===== config.mk =====
export PLATFORM = sky130hd
export DESIGN_NAME = rgb_fade_sequencer_flat
export DESIGN_NICKNAME = d
export VERILOG_FILES = /design/src/rtl/rgb_fade_sequencer_if.sv /design/src/rtl/rgb_fade_sequencer.sv /design/src/flat_wrapper.sv
export SDC_FILE = /design/constraint.sdc
export NUM_CORES = 1
export LEC_CHECK = 0
export ABC_AREA = 1
export ABC_CLOCK_PERIOD_IN_PS = 3900
export CAP_MARGIN = 20
export CORE_ASPECT_RATIO = 1.4
export CORE_MARGIN = 10
export CORE_UTILIZATION = 66
export CTS_BUF_LIST = sky130_fd_sc_hd__clkbuf_16
export DETAILED_ROUTE_END_ITERATION = 12
export DONT_BUFFER_PORTS = 1
export GPL_ROUTABILITY_DRIVEN = 1
export PLACE_DENSITY_LB_ADDON = 0.1
export REMOVE_ABC_BUFFERS = 1
export SYNTH_ARGS = -nofsm -noshare
export SYNTH_HDL_FRONTEND = slang
export SYNTH_SLANG_ARGS = --single-unit

===== constraint.sdc =====
create_clock -name clk -period 3.9 [get_ports clk]
set_clock_uncertainty 0.15 [all_clocks]
set_input_delay 1.17 -clock clk [delete_from_list [all_inputs] [get_ports clk]]
set_output_delay 1.17 -clock clk [all_outputs]
set_load 0.05 [all_outputs]

===== src/rtl/rgb_fade_sequencer_if.sv =====
// Control/duty bundle between the switch-panel front end and the RGB fade sequencer.
interface rgb_fade_sequencer_if;
    logic        enable;
    logic        load;
    logic [1:0]  mode;
    logic [15:0] color_in;
    logic [7:0]  r_duty;
    logic [7:0]  g_duty;
    logic [7:0]  b_duty;
    logic        busy;
    logic        done;

    modport master (
        output enable, load, mode, color_in,
        input  r_duty, g_duty, b_duty, busy, done
    );

    modport slave (
        input  enable, load, mode, color_in,
        output r_duty, g_duty, b_duty, busy, done
    );
endinterface


===== src/rtl/rgb_fade_sequencer.sv =====
// RGB fade sequencer: ramps three pwm duty commands toward a latched RGB565 target, with optional breathe.
// Build option RGB_GAMMA_EN: registered quadratic gamma on the duty outputs, delaying all outputs one cycle.
//
// state | meaning
// IDLE  | duties forced to 0, waiting for load with enable
// RAMP  | duties step toward target once per tick (jump mode: immediate)
// HOLD  | duties held; breathe mode counts HOLD_TICKS ticks before fading
// FADE  | nonzero duties step toward 0 once per tick, then ramp back up
module rgb_fade_sequencer #(
    parameter int CLK_DIV    = 1000,
    parameter int DUTY_MAX   = 100,
    parameter int HOLD_TICKS = 50
) (
    input logic clk,
    input logic rst,
    rgb_fade_sequencer_if.slave bus
);
    typedef enum logic [1:0] {IDLE, RAMP, HOLD, FADE} seqState_t;

    localparam logic [15:0] TICK_LAST = 16'(CLK_DIV - 1);
    localparam logic [15:0] HOLD_LAST = 16'(HOLD_TICKS - 1);
    localparam logic [13:0] SCALE     = 14'(DUTY_MAX);

    seqState_t   state;
    logic [7:0]  curR, curG, curB;
    logic [7:0]  tgtR, tgtG, tgtB;
    logic [15:0] tickCnt;
    logic [15:0] holdCnt;
    logic        busyReg;
    logic        doneReg;

    logic        tick;
    logic        jumpMode;
    logic        breatheMode;
    logic [13:0] prodR, prodG, prodB;
    logic [7:0]  newR, newG, newB;
    logic [7:0]  rampR, rampG, rampB;
    logic [7:0]  fadeR, fadeG, fadeB;
    logic        rampDone;
    logic        fadeDone;

    function automatic logic [7:0] stepToward(input logic [7:0] cur, input logic [7:0] tgt);
        if (cur < tgt) return cur + 8'd1;
        if (cur > tgt) return cur - 8'd1;
        return cur;
    endfunction

    function automatic logic [7:0] stepDown(input logic [7:0] cur);
        return (cur != 8'd0) ? cur - 8'd1 : cur;
    endfunction

    assign prodR = {9'd0, bus.color_in[15:11]} * SCALE;
    assign prodG = {8'd0, bus.color_in[10:5]}  * SCALE;
    assign prodB = {9'd0, bus.color_in[4:0]}   * SCALE;
    assign newR  = 8'(prodR >> 5);
    assign newG  = 8'(prodG >> 6);
    assign newB  = 8'(prodB >> 5);

    assign tick        = (state != IDLE) && (tickCnt == TICK_LAST);
    assign jumpMode    = (bus.mode == 2'd2);
    assign breatheMode = (bus.mode == 2'd1);

    assign rampR    = tick ? stepToward(curR, tgtR) : curR;
    assign rampG    = tick ? stepToward(curG, tgtG) : curG;
    assign rampB    = tick ? stepToward(curB, tgtB) : curB;
    assign fadeR    = tick ? stepDown(curR) : curR;
    assign fadeG    = tick ? stepDown(curG) : curG;
    assign fadeB    = tick ? stepDown(curB) : curB;
    assign rampDone = (rampR == tgtR) && (rampG == tgtG) && (rampB == tgtB);
    assign fadeDone = (fadeR == 8'd0) && (fadeG == 8'd0) && (fadeB == 8'd0);

    always_ff @(posedge clk) begin
        if (rst) begin
            state   <= IDLE;
            curR    <= 8'd0;
            curG    <= 8'd0;
            curB    <= 8'd0;
            tgtR    <= 8'd0;
            tgtG    <= 8'd0;
            tgtB    <= 8'd0;
            tickCnt <= 16'd0;
            holdCnt <= 16'd0;
            busyReg <= 1'b0;
            doneReg <= 1'b0;
        end else begin
            tickCnt <= (!bus.enable || state == IDLE || tick) ? 16'd0 : tickCnt + 16'd1;
            doneReg <= 1'b0;
            if (!bus.enable) begin
                state   <= IDLE;
                curR    <= 8'd0;
                curG    <= 8'd0;
                curB    <= 8'd0;
                holdCnt <= 16'd0;
                busyReg <= 1'b0;
            end else if (bus.load) begin
                // A load cycle only latches the target; stepping resumes on later ticks.
                tgtR    <= newR;
                tgtG    <= newG;
                tgtB    <= newB;
                state   <= RAMP;
                holdCnt <= 16'd0;
                busyReg <= 1'b1;
            end else begin
                case (state)
                    IDLE: begin
                        curR    <= 8'd0;
                        curG    <= 8'd0;
                        curB    <= 8'd0;
                        busyReg <= 1'b0;
                    end
                    RAMP: begin
                        if (jumpMode) begin
                            curR    <= tgtR;
                            curG    <= tgtG;
                            curB    <= tgtB;
                            doneReg <= 1'b1;
                            state   <= HOLD;
                            busyReg <= 1'b0;
                        end else begin
                            curR <= rampR;
                            curG <= rampG;
                            curB <= rampB;
                            if (rampDone) begin
                                doneReg <= 1'b1;
                                state   <= HOLD;
                                busyReg <= 1'b0;
                            end
                        end
                    end
                    HOLD: begin
                        if (!breatheMode) begin
                            holdCnt <= 16'd0;
                        end else if (tick) begin
                            if (holdCnt == HOLD_LAST) begin
                                holdCnt <= 16'd0;
                                state   <= FADE;
                                busyReg <= 1'b1;
                            end else begin
                                holdCnt <= holdCnt + 16'd1;
                            end
                        end
                    end
                    FADE: begin
                        curR <= fadeR;
                        curG <= fadeG;
                        curB <= fadeB;
                        if (fadeDone) state <= RAMP;
                    end
                endcase
            end
        end
    end

`ifdef RGB_GAMMA_EN
    function automatic logic [7:0] gamma(input logic [7:0] v);
        logic [20:0] p;
        p = {13'd0, v} * {13'd0, v} * 21'd41;
        return 8'(p >> 12);
    endfunction

    logic [7:0] rOut, gOut, bOut;
    logic       busyOut, doneOut;

    always_ff @(posedge clk) begin
        if (rst) begin
            rOut    <= 8'd0;
            gOut    <= 8'd0;
            bOut    <= 8'd0;
            busyOut <= 1'b0;
            doneOut <= 1'b0;
        end else begin
            rOut    <= gamma(curR);
            gOut    <= gamma(curG);
            bOut    <= gamma(curB);
            busyOut <= busyReg;
            doneOut <= doneReg;
        end
    end

    assign bus.r_duty = rOut;
    assign bus.g_duty = gOut;
    assign bus.b_duty = bOut;
    assign bus.busy   = busyOut;
    assign bus.done   = doneOut;
`else
    assign bus.r_duty = curR;
    assign bus.g_duty = curG;
    assign bus.b_duty = curB;
    assign bus.busy   = busyReg;
    assign bus.done   = doneReg;
`endif
endmodule


===== src/flat_wrapper.sv =====
// flat-port wrapper written by rule: the top's interface ports become plain ports
module rgb_fade_sequencer_flat 
#(
    parameter int CLK_DIV    = 1000,
    parameter int DUTY_MAX   = 100,
    parameter int HOLD_TICKS = 50
)
  (clk, rst, bus_enable, bus_load, bus_mode, bus_color_in, bus_r_duty, bus_g_duty, bus_b_duty, bus_busy, bus_done);
  rgb_fade_sequencer_if bus_i ();
  input logic clk;
  input logic rst;
  input wire logic [$bits(bus_i.enable)-1:0] bus_enable;
  input wire logic [$bits(bus_i.load)-1:0] bus_load;
  input wire logic [$bits(bus_i.mode)-1:0] bus_mode;
  input wire logic [$bits(bus_i.color_in)-1:0] bus_color_in;
  output wire logic [$bits(bus_i.r_duty)-1:0] bus_r_duty;
  output wire logic [$bits(bus_i.g_duty)-1:0] bus_g_duty;
  output wire logic [$bits(bus_i.b_duty)-1:0] bus_b_duty;
  output wire logic [$bits(bus_i.busy)-1:0] bus_busy;
  output wire logic [$bits(bus_i.done)-1:0] bus_done;
  assign bus_i.enable = bus_enable;
  assign bus_i.load = bus_load;
  assign bus_i.mode = bus_mode;
  assign bus_i.color_in = bus_color_in;
  assign bus_r_duty = bus_i.r_duty;
  assign bus_g_duty = bus_i.g_duty;
  assign bus_b_duty = bus_i.b_duty;
  assign bus_busy = bus_i.busy;
  assign bus_done = bus_i.done;
  rgb_fade_sequencer #(.CLK_DIV(CLK_DIV), .DUTY_MAX(DUTY_MAX), .HOLD_TICKS(HOLD_TICKS)) u_core (.clk(clk), .rst(rst), .bus(bus_i));
endmodule

==> results of run 1 <==
==> sequential cells by signal, summed over array words and instances (netlist names) <==
register,cells
u_core.tgtG,7
u_core.state,2
u_core.tgtR,7
u_core.bus.g_duty,8
u_core.tickCnt,16
u_core.tgtB,7
u_core.bus.done,1
u_core.bus.busy,1
u_core.holdCnt,16
u_core.bus.r_duty,8
u_core.bus.b_duty,8
==> layout make-up <==
class	count	area [um^2]
multi-input combinational	927	5309
fill	1036	3184
sequential	81	1622
inverter	158	598.1
clock buffer	9	225.2
timing repair buffer	29	217.7
tap	144	180.2
clock inverter	7	60.06
==> per-stage QoR <==
step | power, W | hold WS [ns] | instance area (um^2) | std cells
floorplan | 0.001374 | 0.2679 | 7526 | 1166
global placement | 0.001511 | 0.2813 | 7926 | 1339
detailed placement | 0.001529 | 0.2937 | 7926 | 1339
CTS | 0.002358 | 0.3051 | 8212 | 1355
global route | 0.002488 | 0.3144 | 8212 | 1355
finish | 0.002361 | 0.3054 | 8212 | 1355
==> synthesized netlist by cell type (all sizes together) (16+ instances only) <==
cell      n
nand2   324
inv     154
nor2    113
nand3    93
ha       88
dfxtp    81
o21ai    79
a21oi    67
xor2     26
nor3     22
clkbuf   20
nand4    17
o211ai   16
==> worst max-delay path, delay by kind of cell <==
kind	cells	cell delay (ns)
compound gates	4	0.65
fa+ha+maj	4	1.23
xor+xnor	1	0.14
simple gates	2	0.14
buf+inv	2	0.10
==> routing by layer <==
metal | GRT usage (%) | vias to the layer above | share of wire (%)
met5 | 0 | - | 0
met4 | 11.28 | 0 | 3.8
met3 | 4.455 | 69 | 6.6
met2 | 43.21 | 256 | 49
met1 | 28.89 | 3516 | 41
li1 | - | 3964 | -
==> power breakdown <==
part           internal [W]  leakage, nW  switching [W]
registers          0.000851        0.658      0.0000270
logic              0.000226         3.16       0.000418
clock network      0.000443        0.142       0.000397
total               0.00152         3.96       0.000841
==> worst paths after layout <==
kind | from | end | slack [ns] | cells after the start
worst min register to register | u_core.holdCnt[4]$_SDFFE_PP0P_ | u_core.holdCnt[4]$_SDFFE_PP0P_ | 0.31 | 1
worst min-delay path | u_core.holdCnt[4]$_SDFFE_PP0P_ | u_core.holdCnt[4]$_SDFFE_PP0P_ | 0.31 | 1
worst max-delay path | bus_color_in[7] | u_core.tgtG[5]$_SDFFE_PP0P_ | 0.55 | 13
worst max register to register | u_core.tgtB[6]$_SDFFE_PP0P_ | u_core.state[0]$_SDFFE_PP0P_ | 0.73 | 19
==> cells by family after synthesis <==
kind of cell / count (synthesis) / share of synthesized area, %
xor+xnor: 38 / 4.687
simple gates: 590 / 33.90
flops: 81 / 21.09
compound gates: 208 / 15.33
buf+inv: 190 / 9.880
fa+ha+maj: 91 / 15.10
==> reports/results.ini, run 1 <==
[timing]
tightest_slew_ns=0.7561
rsz0062_at_grt=no
tns_ns=0
hold_viol_final=0
worst_slack_ns=0.5537
slew_violations=0
period_needed_ns=3.346
setup_violations=0
relSlewSlack_pct=49.47
fin_crit_sh_pct=85.80
fmax_mhz=298.8

[routing]
wirelength_mm=20.82
drc=0
post_drt_wl_per_cell_um=15.37
vias_per_cell=5.760
drt_iter0_markers=558
vias=7805
ant_nets=0
firstDrtPassIters=5

[yosys]
netlist_area_um2=7687
async_flop_share_pct=0
ys.flop_type=dfxtp_1
ys_warn_count=0
yosysSeqAreaShare_pct=21.09
avgSynthCellArea_um2=6.417
synth_top_area_share_pct=21.09
ys_types=50
syn_inst=1198
synth-edff-count=0
ys_ff_latch=81
synth_largest_area_cell=dfxtp_1
yosys-top-cells-area=dfxtp_1 (21%), nand2_1 (15%), ha_1 (14%)

[clock_network]
cts-htree-levels=3
cts_hold_buffers=0
cts_sinks=81
cts_root_buffer=clkbuf_16
post-cts-setup-buffer-count=0
clock_path_buffers=2
cts-buffers-inserted=9
cts_tree=done
clk_pin_slew_ns=0.07
ctsResizeCount=0
clock_latency_ns=0.36

[finish]
drive_above_1_share_pct=8.175
fin_util_pct=72.06
area_growth_pct=6.820
layout_common_cells=nand2_1 (311), inv_1 (146), nor2_1 (104)
final_common_cell=nand2_1
nets=1319
antennaDiodeCount=0

[floorplanning]
ioPinCount=48
core-area_um2=11400
rows=46
die_area_um2=16430
fp.dieW_um=111.2
die_height_um=147.7
start_util_pct=67.46

[critical_path]
path_class=primary input to flip-flop
slowest_stage=ha_1
startpoint_type=primary input
cp_cell_sequence=ha_1, ha_1, ha_1, ha_1, a21oi_1, inv_1, a31oi_1, nor2_1, o21ai_0, nand2_1, xor2_1, o21ai_0, inv_1
path_max_fanout=4
crit_path_max_incr_delay_ns=0.36
arrival_ns=3.44
endpoint_kind=flip-flop
required_ns=3.99
path_common_cell=ha_1

[placed_design]
hpwl_mm=15.95
gp_congestion=0.9506
place_ws_ns=0.1950
io_buffers=0

[power]
peakVddDrop_v=0.0002163
powerDensity_nw_per_um2=287.5
leakage_nw=3.959

[global_routing]
grt_overflow=0
first_global_vias=7368
grt_usage_pct=24.84
grt_first_pass_wirelength_mm=34.54
antenna_found_initial=0
grt_max_degree=36

[worst_hold_path]
hp-class=flip-flop to flip-flop

[outcome]
status=finished, final reports clean

[job]
cap_violations=0

Note: power is estimated with default switching activity, not from simulation.
==> run 2: changes to the inputs <==
--- a/config.mk
+++ b/config.mk
@@ -10,7 +10,7 @@
 export CAP_MARGIN = 20
 export CORE_ASPECT_RATIO = 1.4
 export CORE_MARGIN = 10
-export CORE_UTILIZATION = 66
+export CORE_UTILIZATION = 40
 export CTS_BUF_LIST = sky130_fd_sc_hd__clkbuf_16
 export DETAILED_ROUTE_END_ITERATION = 12
 export DONT_BUFFER_PORTS = 1
==> run 2 against run 1 <==
First-iteration DRC count is 27% lower. Worst hold slack worse by 0.0046 ns. Clock-buffer cell count stayed put. Sequential power hardly changed. Utilization is 27 points lower. Worst setup slack worse by 0.045 ns. Final cell count is 7.6% higher. Fmax is 1.3% lower. Wire length is 7.0% higher. Flip-flop and latch count stayed put. Sequential share of layout area is 0.40 points lower. Die area is 54% higher. Critical path type unchanged. Critical endpoint unchanged.
==> reports/results.ini, run 2 (synthesis gave the netlist of run 1 again) <==
[outcome]
status=finished, final reports clean

[clock_network]
cts_sinks=81  ; unchanged
cts-buffers-inserted=9  ; unchanged
post-cts-setup-buffer-count=0  ; unchanged
cts_hold_buffers=0  ; unchanged
clock_latency_ns=0.35  ; about the same
clk_pin_slew_ns=0.06  ; about the same
ctsResizeCount=0  ; unchanged
cts_root_buffer=clkbuf_16
cts-htree-levels=3  ; unchanged
clock_path_buffers=2  ; unchanged
cts_tree=done

[critical_path]
crit_path_max_incr_delay_ns=0.35  ; about the same
path_class=primary input to flip-flop
endpoint_kind=flip-flop
required_ns=3.99  ; about the same
path_common_cell=ha_1
path_max_fanout=4  ; unchanged
startpoint_type=primary input
slowest_stage=ha_1
arrival_ns=3.48  ; +0.04 ns
cp_cell_sequence=ha_1, ha_1, ha_1, ha_1, a21oi_1, inv_1, a31oi_1, nor2_1, o21ai_0, nand2_1, xor2_1, o21ai_0, inv_1

[timing]
fmax_mhz=294.9  ; -1.3%
rsz0062_at_grt=no
hold_viol_final=0  ; unchanged
worst_slack_ns=0.5088  ; -0.04495 ns
tns_ns=0  ; unchanged
setup_violations=0  ; unchanged
slew_violations=0  ; unchanged
whs_ns=0.3008  ; -0.004581 ns
tightest_slew_ns=0.6908  ; -0.06532 ns
period_needed_ns=3.391  ; +0.04495 ns
fin_crit_sh_pct=86.95  ; +1.2 points
relSlewSlack_pct=53.83  ; +4.4 points

[global_routing]
grt_usage_pct=17.58  ; -7.3 points
first_global_vias=7144  ; -3.0%
antenna_found_initial=0  ; unchanged
grt_first_pass_wirelength_mm=35.81  ; +3.7%
grt_overflow=0  ; unchanged
grt_max_degree=36  ; unchanged

[power]
leakage_nw=3.993  ; +0.85%
powerDensity_nw_per_um2=288.0  ; +0.15%
peakVddDrop_v=0.0001983  ; -8.3%

[finish]
layout_common_cells=nand2_1 (311), inv_1 (148), nor2_1 (104)
fin_util_pct=44.71  ; -27 points
nets=1323  ; +0.30%
area_growth_pct=9.049
top_regs=u_core.holdCnt x16, u_core.tickCnt x16
final_common_cell=nand2_1
finalNonFillerCells=1458  ; +7.6%
drive_above_1_share_pct=8.155  ; -0.020 points
antennaDiodeCount=0  ; unchanged

[routing]
vias_per_cell=5.198  ; -9.8%
drt_iter0_markers=409  ; -27%
wirelength_mm=22.27  ; +7.0%
post_drt_wl_per_cell_um=15.28  ; -0.59%
ant_nets=0  ; unchanged
vias=7579  ; -2.9%
firstDrtPassIters=5  ; unchanged
drc=0  ; unchanged

[floorplanning]
ioPinCount=48  ; unchanged
fp.dieW_um=137.2  ; +23%
die_height_um=184.0  ; +25%
die_area_um2=25240  ; +54%
start_util_pct=41.00  ; -26 points
rows=59  ; +28%
core-area_um2=18750  ; +65%

[placed_design]
placed_cells=1443  ; +7.8%
gp_congestion=0.8676  ; -8.7%
hpwl_mm=17.64  ; +11%
place_ws_ns=0.1549  ; -0.04012 ns
io_buffers=0  ; unchanged

[job]
cap_violations=0  ; unchanged

[worst_hold_path]
hp-class=flip-flop to flip-flop

[run 2: cell types whose count changed in the layout (fill, tap and decap cells not counted), sizes merged]
cell	change
clkinv	-2
buf	+4
inv	-1
bufinv	+2
[run 2: worst paths after layout]
check	from	cells past startpoint	slack, ns	endpoint
worst max-delay path	bus_color_in[7]	13	0.51	u_core.tgtG[5]$_SDFFE_PP0P_
worst min-delay path	u_core.tickCnt[0]$_SDFF_PP0_	1	0.30	u_core.tickCnt[0]$_SDFF_PP0_
worst max register to register	u_core.tgtB[6]$_SDFFE_PP0P_	16	0.75	u_core.bus.done$_SDFF_PP0_
worst min register to register	u_core.tickCnt[0]$_SDFF_PP0_	1	0.30	u_core.tickCnt[0]$_SDFF_PP0_
[run 2: critical path, delay by kind of cell]
| kind | cells | cell delay [ns] |
|---|---|---|
| adder cells (fa/ha/maj) | 4 | 1.22 |
| AO/OA/AOI/OAI | 4 | 0.69 |
| buffers and inverters | 2 | 0.10 |
| XOR/XNOR | 1 | 0.13 |
| AND/OR/NAND/NOR | 2 | 0.16 |
[run 2: layout make-up]
class                           instances  area, um^2
Clock buffer                            9       225.2
Timing Repair Buffer                   33       247.7
Inverter                              158       598.1
Fill cell                            2061       10370
Multi-Input combinational cell        927        5309
Sequential cell                        81        1622
Clock inverter                          6       76.32
Tap cell                              244       305.3
[run 2: through the flow]
stage	area, um^2	power, W
after floorplan	7526	0.001374
after global placement	8082	0.001535
after CTS	8383	0.002446
final	8383	0.002414
after global routing	8383	0.002565
after detailed placement	8082	0.001537
[run 2: where the power goes]
group | internal, W | switching, W
clock network | 0.000550 | 0.000349
logic | 0.000225 | 0.000413
registers | 0.000852 | 0.0000261
[run 2: routing by layer]
layer	vias up	global-route usage [%]	routed length [um]
li1	3975	-	-
met1	3434	20.27	9634
met2	138	31.74	11200
met3	32	2.735	971
met4	0	6.086	473
met5	-	0	0
